<file path="src/rtl/apb_sample_scheduler_pkg.sv">
// Shared types for the APB sample scheduler: FSM states, request sources, error ceiling.
// Latency: n/a (types and constants only).
// Backpressure: n/a.
package apb_sched_pkg;

    // APB master phases. IDLE is the only state with PSEL low.
    typedef enum logic [1:0] {
        IDLE   = 2'd0,
        SETUP  = 2'd1,
        ACCESS = 2'd2
    } state_t;

    // Requesters, listed in descending arbitration priority.
    typedef enum logic [1:0] {
        SRC_IRQ   = 2'd0,
        SRC_QUICK = 2'd1,
        SRC_PER   = 2'd2
    } src_t;

    // Ceiling of the saturating error counter.
    localparam logic [7:0] ERR_MAX = 8'hFF;

    // Increment that sticks at ERR_MAX instead of wrapping.
    function automatic logic [7:0] sat_inc(input logic [7:0] v);
        return (v == ERR_MAX) ? v : v + 8'd1;
    endfunction

endpackage

</file>
<file path="src/rtl/apb_sample_scheduler_fifo.sv">
// Sample FIFO: first-word-fall-through storage for completed APB read samples.
// Latency: a push is visible at head_dat/empty on the cycle after the write edge.
// Backpressure: push while full is dropped unless a pop happens the same cycle; pop while empty is ignored.
//
// Ports:
//   clk, rst_n          clock and synchronous active-low reset
//   push, push_dat      write strobe and data
//   pop                 consumer pop request (ignored when empty)
//   head_dat            oldest entry (valid only when !empty)
//   count, full, empty  occupancy status
module sample_fifo #(
    parameter int DEPTH = 8,
    parameter int WIDTH = 12
) (
    input  logic                     clk,
    input  logic                     rst_n,
    input  logic                     push,
    input  logic [WIDTH-1:0]         push_dat,
    input  logic                     pop,
    output logic [WIDTH-1:0]         head_dat,
    output logic [$clog2(DEPTH):0]   count,
    output logic                     full,
    output logic                     empty
);

    localparam int AW = $clog2(DEPTH);
    localparam int CW = AW + 1;

    logic [WIDTH-1:0] mem [DEPTH];
    logic [AW-1:0]    wr_ptr;
    logic [AW-1:0]    rd_ptr;
    logic             do_push;
    logic             do_pop;

    assign empty = (count == '0);
    assign full  = (count == CW'(DEPTH));

    // A full FIFO can still accept a write when the head leaves the same cycle.
    assign do_pop  = pop & ~empty;
    assign do_push = push & (~full | do_pop);

    assign head_dat = mem[rd_ptr];

    always_ff @(posedge clk) begin
        if (do_push) begin
            mem[wr_ptr] <= push_dat;
        end
    end

    // DEPTH is a power of two, so pointer overflow is the wrap.
    always_ff @(posedge clk) begin
        if (!rst_n) begin
            wr_ptr <= '0;
            rd_ptr <= '0;
            count  <= '0;
        end else begin
            if (do_push) begin
                wr_ptr <= wr_ptr + AW'(1);
            end
            if (do_pop) begin
                rd_ptr <= rd_ptr + AW'(1);
            end
            if (do_push && !do_pop) begin
                count <= count + CW'(1);
            end else if (do_pop && !do_push) begin
                count <= count - CW'(1);
            end
        end
    end

endmodule

</file>
<file path="src/rtl/apb_sample_scheduler.sv">
// APB read master that fetches 12-bit microphone samples for irq, host-strobe and periodic requests.
// Latency: pending request -> SETUP next cycle -> ACCESS -> sample at FIFO head the cycle after PREADY.
// Backpressure: samples queue in a FIFO drained by valid/ready; a full FIFO drops the sample and sets overflow.
//
// Ports:
//   sysclk, PRESETn                       clock, synchronous active-low reset
//   enable                                runs the period timer and admits requests
//   quick_sample, irq                     rising edge = one read request each
//   PSEL, PENABLE, PADDR, PWRITE, PWDATA  APB master request (read only)
//   PRDATA, PREADY, PSLVERR               APB slave response
//   sample_data, sample_valid, sample_ready  FIFO output port (FWFT)
//   fifo_count, overflow, err_count, busy status
module apb_sample_scheduler
    import apb_sched_pkg::*;
#(
    parameter int          PERIOD      = 2048,
    parameter int          FIFO_DEPTH  = 8,
    parameter logic [11:0] SAMPLE_ADDR = 12'h000,
    parameter int          TIMEOUT     = 255,
    parameter int          SAMPLE_W    = 12
) (
    input  logic                          sysclk,
    input  logic                          PRESETn,
    input  logic                          enable,
    input  logic                          quick_sample,
    input  logic                          irq,
    output logic                          PSEL,
    output logic                          PENABLE,
    output logic [11:0]                   PADDR,
    output logic                          PWRITE,
    output logic [31:0]                   PWDATA,
    input  logic [31:0]                   PRDATA,
    input  logic                          PREADY,
    input  logic                          PSLVERR,
    output logic [SAMPLE_W-1:0]           sample_data,
    output logic                          sample_valid,
    input  logic                          sample_ready,
    output logic [$clog2(FIFO_DEPTH):0]   fifo_count,
    output logic                          overflow,
    output logic [7:0]                    err_count,
    output logic                          busy
);

    localparam int TMR_W = (PERIOD > 1) ? $clog2(PERIOD) : 1;
    localparam int TO_W  = $clog2(TIMEOUT + 1);

    localparam logic [TMR_W-1:0] TMR_LAST = TMR_W'(PERIOD - 1);
    localparam logic [TO_W-1:0]  TO_LAST  = TO_W'(TIMEOUT - 1);

    state_t            state;
    logic [TO_W-1:0]   acc_cnt;
    logic [TMR_W-1:0]  timer;

    logic quick_h;
    logic irq_h;
    logic quick_rise;
    logic irq_rise;
    logic timer_wrap;

    logic pend_irq;
    logic pend_quick;
    logic pend_per;

    logic grant_vld;
    src_t grant_src;

    logic fifo_push;
    logic fifo_full;
    logic fifo_empty;

    // Read-only master: address and write side are fixed.
    assign PADDR  = SAMPLE_ADDR;
    assign PWRITE = 1'b0;
    assign PWDATA = 32'd0;

    // Only the sample field of PRDATA is consumed.
    logic unused_prdata;
    assign unused_prdata = ^PRDATA[31:SAMPLE_W];

    // ------------------------------------------------------------------
    // Request capture
    // ------------------------------------------------------------------
    assign quick_rise = quick_sample & ~quick_h;
    assign irq_rise   = irq & ~irq_h;
    assign timer_wrap = enable && (timer == TMR_LAST);

    always_ff @(posedge sysclk) begin
        if (!PRESETn) begin
            quick_h <= 1'b0;
            irq_h   <= 1'b0;
        end else begin
            quick_h <= quick_sample;
            irq_h   <= irq;
        end
    end

    always_ff @(posedge sysclk) begin
        if (!PRESETn || !enable) begin
            timer <= '0;
        end else if (timer == TMR_LAST) begin
            timer <= '0;
        end else begin
            timer <= timer + TMR_W'(1);
        end
    end

    // Fixed priority irq > quick > periodic, evaluated only while idle.
    always_comb begin
        grant_vld = 1'b0;
        grant_src = SRC_PER;
        if (state == IDLE && enable) begin
            if (pend_irq) begin
                grant_vld = 1'b1;
                grant_src = SRC_IRQ;
            end else if (pend_quick) begin
                grant_vld = 1'b1;
                grant_src = SRC_QUICK;
            end else if (pend_per) begin
                grant_vld = 1'b1;
                grant_src = SRC_PER;
            end
        end
    end

    // Grant clears only its own flag; a fresh edge in the same cycle re-arms it.
    always_ff @(posedge sysclk) begin
        if (!PRESETn || !enable) begin
            pend_irq   <= 1'b0;
            pend_quick <= 1'b0;
            pend_per   <= 1'b0;
        end else begin
            pend_irq   <= (pend_irq   & ~(grant_vld && grant_src == SRC_IRQ))   | irq_rise;
            pend_quick <= (pend_quick & ~(grant_vld && grant_src == SRC_QUICK)) | quick_rise;
            pend_per   <= (pend_per   & ~(grant_vld && grant_src == SRC_PER))   | timer_wrap;
        end
    end

    // ------------------------------------------------------------------
    // APB master FSM
    // ------------------------------------------------------------------
    always_ff @(posedge sysclk) begin
        if (!PRESETn) begin
            state     <= IDLE;
            PSEL      <= 1'b0;
            PENABLE   <= 1'b0;
            busy      <= 1'b0;
            acc_cnt   <= '0;
            err_count <= '0;
        end else begin
            case (state)
                IDLE: begin
                    if (grant_vld) begin
                        state <= SETUP;
                        PSEL  <= 1'b1;
                        busy  <= 1'b1;
                    end
                end
                SETUP: begin
                    state   <= ACCESS;
                    PENABLE <= 1'b1;
                    acc_cnt <= '0;
                end
                ACCESS: begin
                    // acc_cnt == TO_LAST marks the TIMEOUT-th ACCESS cycle.
                    if (PREADY || acc_cnt == TO_LAST) begin
                        state   <= IDLE;
                        PSEL    <= 1'b0;
                        PENABLE <= 1'b0;
                        busy    <= 1'b0;
                        if (!PREADY || PSLVERR) begin
                            err_count <= sat_inc(err_count);
                        end
                    end else begin
                        acc_cnt <= acc_cnt + TO_W'(1);
                    end
                end
                default: begin
                    state   <= IDLE;
                    PSEL    <= 1'b0;
                    PENABLE <= 1'b0;
                    busy    <= 1'b0;
                end
            endcase
        end
    end

    // ------------------------------------------------------------------
    // Sample storage
    // ------------------------------------------------------------------
    assign fifo_push    = (state == ACCESS) && PREADY && !PSLVERR;
    assign sample_valid = ~fifo_empty;

    sample_fifo #(
        .DEPTH (FIFO_DEPTH),
        .WIDTH (SAMPLE_W)
    ) u_fifo (
        .clk      (sysclk),
        .rst_n    (PRESETn),
        .push     (fifo_push),
        .push_dat (PRDATA[SAMPLE_W-1:0]),
        .pop      (sample_ready),
        .head_dat (sample_data),
        .count    (fifo_count),
        .full     (fifo_full),
        .empty    (fifo_empty)
    );

    // A full FIFO only loses data when nothing leaves in the same cycle.
    always_ff @(posedge sysclk) begin
        if (!PRESETn || !enable) begin
            overflow <= 1'b0;
        end else if (fifo_push && fifo_full && !sample_ready) begin
            overflow <= 1'b1;
        end
    end

endmodule

</file>
<file path="config.mk">
export PLATFORM = sky130hd
export DESIGN_NAME = apb_sample_scheduler
export DESIGN_NICKNAME = d
export VERILOG_FILES = /design/src/rtl/apb_sample_scheduler_pkg.sv /design/src/rtl/apb_sample_scheduler_fifo.sv /design/src/rtl/apb_sample_scheduler.sv
export SDC_FILE = /design/constraint.sdc
export NUM_CORES = 1
export LEC_CHECK = 0
export CORE_MARGIN = 2
export CORE_UTILIZATION = 40
export CTS_CLUSTER_DIAMETER = 120
export CTS_CLUSTER_SIZE = 24
export DETAILED_ROUTE_END_ITERATION = 10
export GPL_TIMING_DRIVEN = 0
export PLACE_DENSITY = 0.64
export SLEW_MARGIN = 20
export SYNTH_ARGS = -nofsm -noshare
export SYNTH_HDL_FRONTEND = slang
export SYNTH_SLANG_ARGS = --single-unit
</file>
<file path="constraint.sdc">
create_clock -name sysclk -period 2.7 [get_ports sysclk]
set_input_delay 0.405 -clock sysclk [delete_from_list [all_inputs] [get_ports sysclk]]
set_output_delay 0.405 -clock sysclk [all_outputs]
set_load 0.01 [all_outputs]
</file>
==> results.toml <==
[floorplan]
die_h_um = 129
start_util_pct = 41.0
num_rows = 45
fp.dieW_um = 129
dieArea_um2 = 16600
io_pins = 114
coreArea_um2 = 15300

[yosys]
synth_flop_cell = "edfxtp_1"
ys_seq_area_share_pct = 62.1
ys_ff_latch = 146
netlist_instances = 451
ys_types = 49
synth_area_per_cell_um2 = 13.9
synthesis.area_um2 = 6250
async_flop_share_pct = 0
synth_warnings = 0
synth_edf_count = 96

[flow_run]
drv_cap = 0

[layout]
finalNetCount = 621
utilization_pct = 51.3
fill_cells = 1342
regArea_um2 = 3880
synthToLayoutAreaGrowth_pct = 25.2
design_area_um2 = 7830
diodes = 0
multi_input_area_um2 = 2120
drive_above_1_share_pct = 25.0

[global_route]
antenna_found_initial = 0
grt_pass1_wl_mm = 19.3
grt_max_degree = 17
gr-total-overflow = 0
grt_pass1_vias = 3762
grtUsageTotal_pct = 15.6

[place]
gp_congestion = 0.771
placed_area_um2 = 7190
dp_hpwl_mm = 7.96
portBuffers = 47

[timing]
min_period_over_period_pct = 95.9
hold_violations = 0
clock_skew_ps = 4.18
worstMarginPinSlew_ps = 841
clock.fmax_mhz = 386
relSlewSlack_pct = 43.9
finalSetupViolations = 0
fin_crit_ps = 2590
slew_viol_final = 0
rsz0062_at_grt = "false"

[setup_path]
worst-setup-path-type = "reg2out"
crit_arrival_ps = 2190
endpoint_kind = "primary output"
cp.required_ps = 2300
startpoint_type = "flip-flop"
path_max_fanout = 10
reg2reg_from = "u_fifo.count[0]"

[run_status]
status = "completed"

[power_and_ir_drop]
leakagePower_nw = 2.82
internal_power_mw = 4.37
combPwrFrac_pct = 18.6
p_per_area_nw_per_um2 = 726
power_frac_seq_pct = 43.6
p_clk_share_pct = 37.8
p_switching_mw = 1.32
switching_share_pct = 23.2
irDropWorstVdd_v = 0.000506

[routing]
drc = 0
wirelength_met1_mm = 5.32
wl_met3_um = 549
num_vias = 3784
detail_route.first_pass.iterations = 5
dr.max_layer_used = "met4"
postRouteAntennaNets = 0
vias_per_cell = 4.78
dr_wl_met2_mm = 6.08
drt_iter0_markers = 339
wl_mm = 12.1
post_drt_wl_per_cell_um = 15.2

[cts]
cts.sinks = 146
htreeDepth = 4
root_buffer = "clkbuf_16"
clk_pin_slew_ps = 60
cts_tree = "built"
clock_latency_ps = 420
cts_buffers = 17
cts_buffer_depth = 2

[min_path]
hold_path_startpoint = "PRESETn"
hold_class = "in2reg"
==> area by class of cell <==
cell class	count	area share (%)
sequential	146	49.6
multi-input combinational	281	27.1
timing repair buffer	58	6.97
buffer	60	5.83
clock buffer	21	5.62
tap	211	3.37
clock inverter	8	1.15
inverter	7	0.336
==> cells in the final DEF (no fill, tap or decap), drive strengths merged, types with 10 or more instances in the layout <==
cell / n
clkbuf: 27
conb: 45
nor2: 35
mux2: 12
clkdlybuf4s50: 35
mux4: 24
dlygate4sd2: 10
nand2b: 12
dfxtp: 50
a21oi: 23
nand3: 15
buf: 65
nand2: 23
edfxtp: 96
==> power groups by stage <==
stage,sequential [mW],combinational (mW),clock (mW)
6_report,2.48,1.06,2.15
5_1_grt,2.49,1.16,2.30
4_1_cts,2.48,1.05,2.20
3_5_place_dp,2.52,0.982,0
3_3_place_gp,2.51,0.970,0
2_1_floorplan,2.52,0.652,0
==> critical path, cell delays in order, from the launching register on <==
cell and delay (ps):
dfxtp_1 320, buf_6 130, buf_12 150, buf_4 120, mux4_2 480, mux2_2 290
dlygate4sd2_1 290
==> logic make-up (layout without fill, tap and decap cells) <==
| logic type | after synthesis | count (layout) | synth area share (%) |
|---|---|---|---|
| other | 1 | 45 | 0.0600 |
| flip-flops | 146 | 146 | 62.1 |
| buffers and inverters | 68 | 154 | 7.30 |
| AO/OA/AOI/OAI | 47 | 47 | 4.54 |
| adder cells (fa/ha/maj) | 10 | 10 | 2.12 |
| multiplexers | 43 | 43 | 11.9 |
| AND/OR/NAND/NOR | 124 | 124 | 10.2 |
| XOR/XNOR | 12 | 12 | 1.68 |
==> Yosys cell counts (all sizes together) (2+ instances only) <==
cell    instances  area [um2]
nand2b         12        75.1
buf            54         404
and2            3        18.8
nand3          15        75.1
edfxtp         96        2880
a21oi          23         119
xnor2           6        52.6
o21ai           8        40.0
clkbuf          7        26.3
inv             7        26.3
nand4           6        37.5
or4             5        37.5
ha              9         113
or3             6        37.5
xor2            6        52.6
nor3            6        30.0
mux4           24         541
dfxtp          50        1000
nor4            3        18.8
and3            2        12.5
nand2          23        86.3
nor2b           2        12.5
nor2           35         131
a21o            2        15.0
mux2i           7        70.1
mux2           12         135
o31ai           4        30.0
==> worst paths after layout <==
kind | to | slack (ps) | cells after the start
hold reg to reg | timer[0] | 450 | 1
hold / removal | u_fifo.count[3] | 450 | 3
setup reg to reg | u_fifo.count[3] | 210 | 9
setup / recovery | sample_data[2] | 110 | 6
==> sequential cells by signal, indices dropped and copies added (netlist names), 2 cells and up, named ones only <==
name,flops
acc_cnt,8
u_fifo.wr_ptr,3
timer,11
err_count,8
u_fifo.count,4
u_fifo.mem,96
u_fifo.rd_ptr,3
state,2
==> repair_timing <==
item / CTS / global route
setup endpoints to repair: 12 / 13
hold buffers: 0 / 0
resized for setup: 20 / 8
setup buffers: 9 / 0
gates cloned: 0 / 0
==> metal layers <==
metal  vias to the layer above  global-route usage (%)
met5                         -                       0
met2                        86                    25.4
met3                        12                    5.37
met1                      1848                    19.3
met4                         0                    5.69
li1                       1838                       -
==> stage by stage <==
step | total power [mW] | TNS (ps) | instances | hold WS, ps | setup WS (ps)
global placement | 3.48 | -55960 | 753 | 429 | -1070
detailed placement | 3.50 | -16740 | 755 | 438 | -394
floorplan | 3.17 | 0 | 495 | 418 | 225
CTS | 5.73 | 0 | 792 | 439 | 6.78
global route | 5.95 | 0 | 792 | 471 | 12.9
finish | 5.69 | 0 | 792 | 445 | 110
Power figures use the tool's default switching activity.
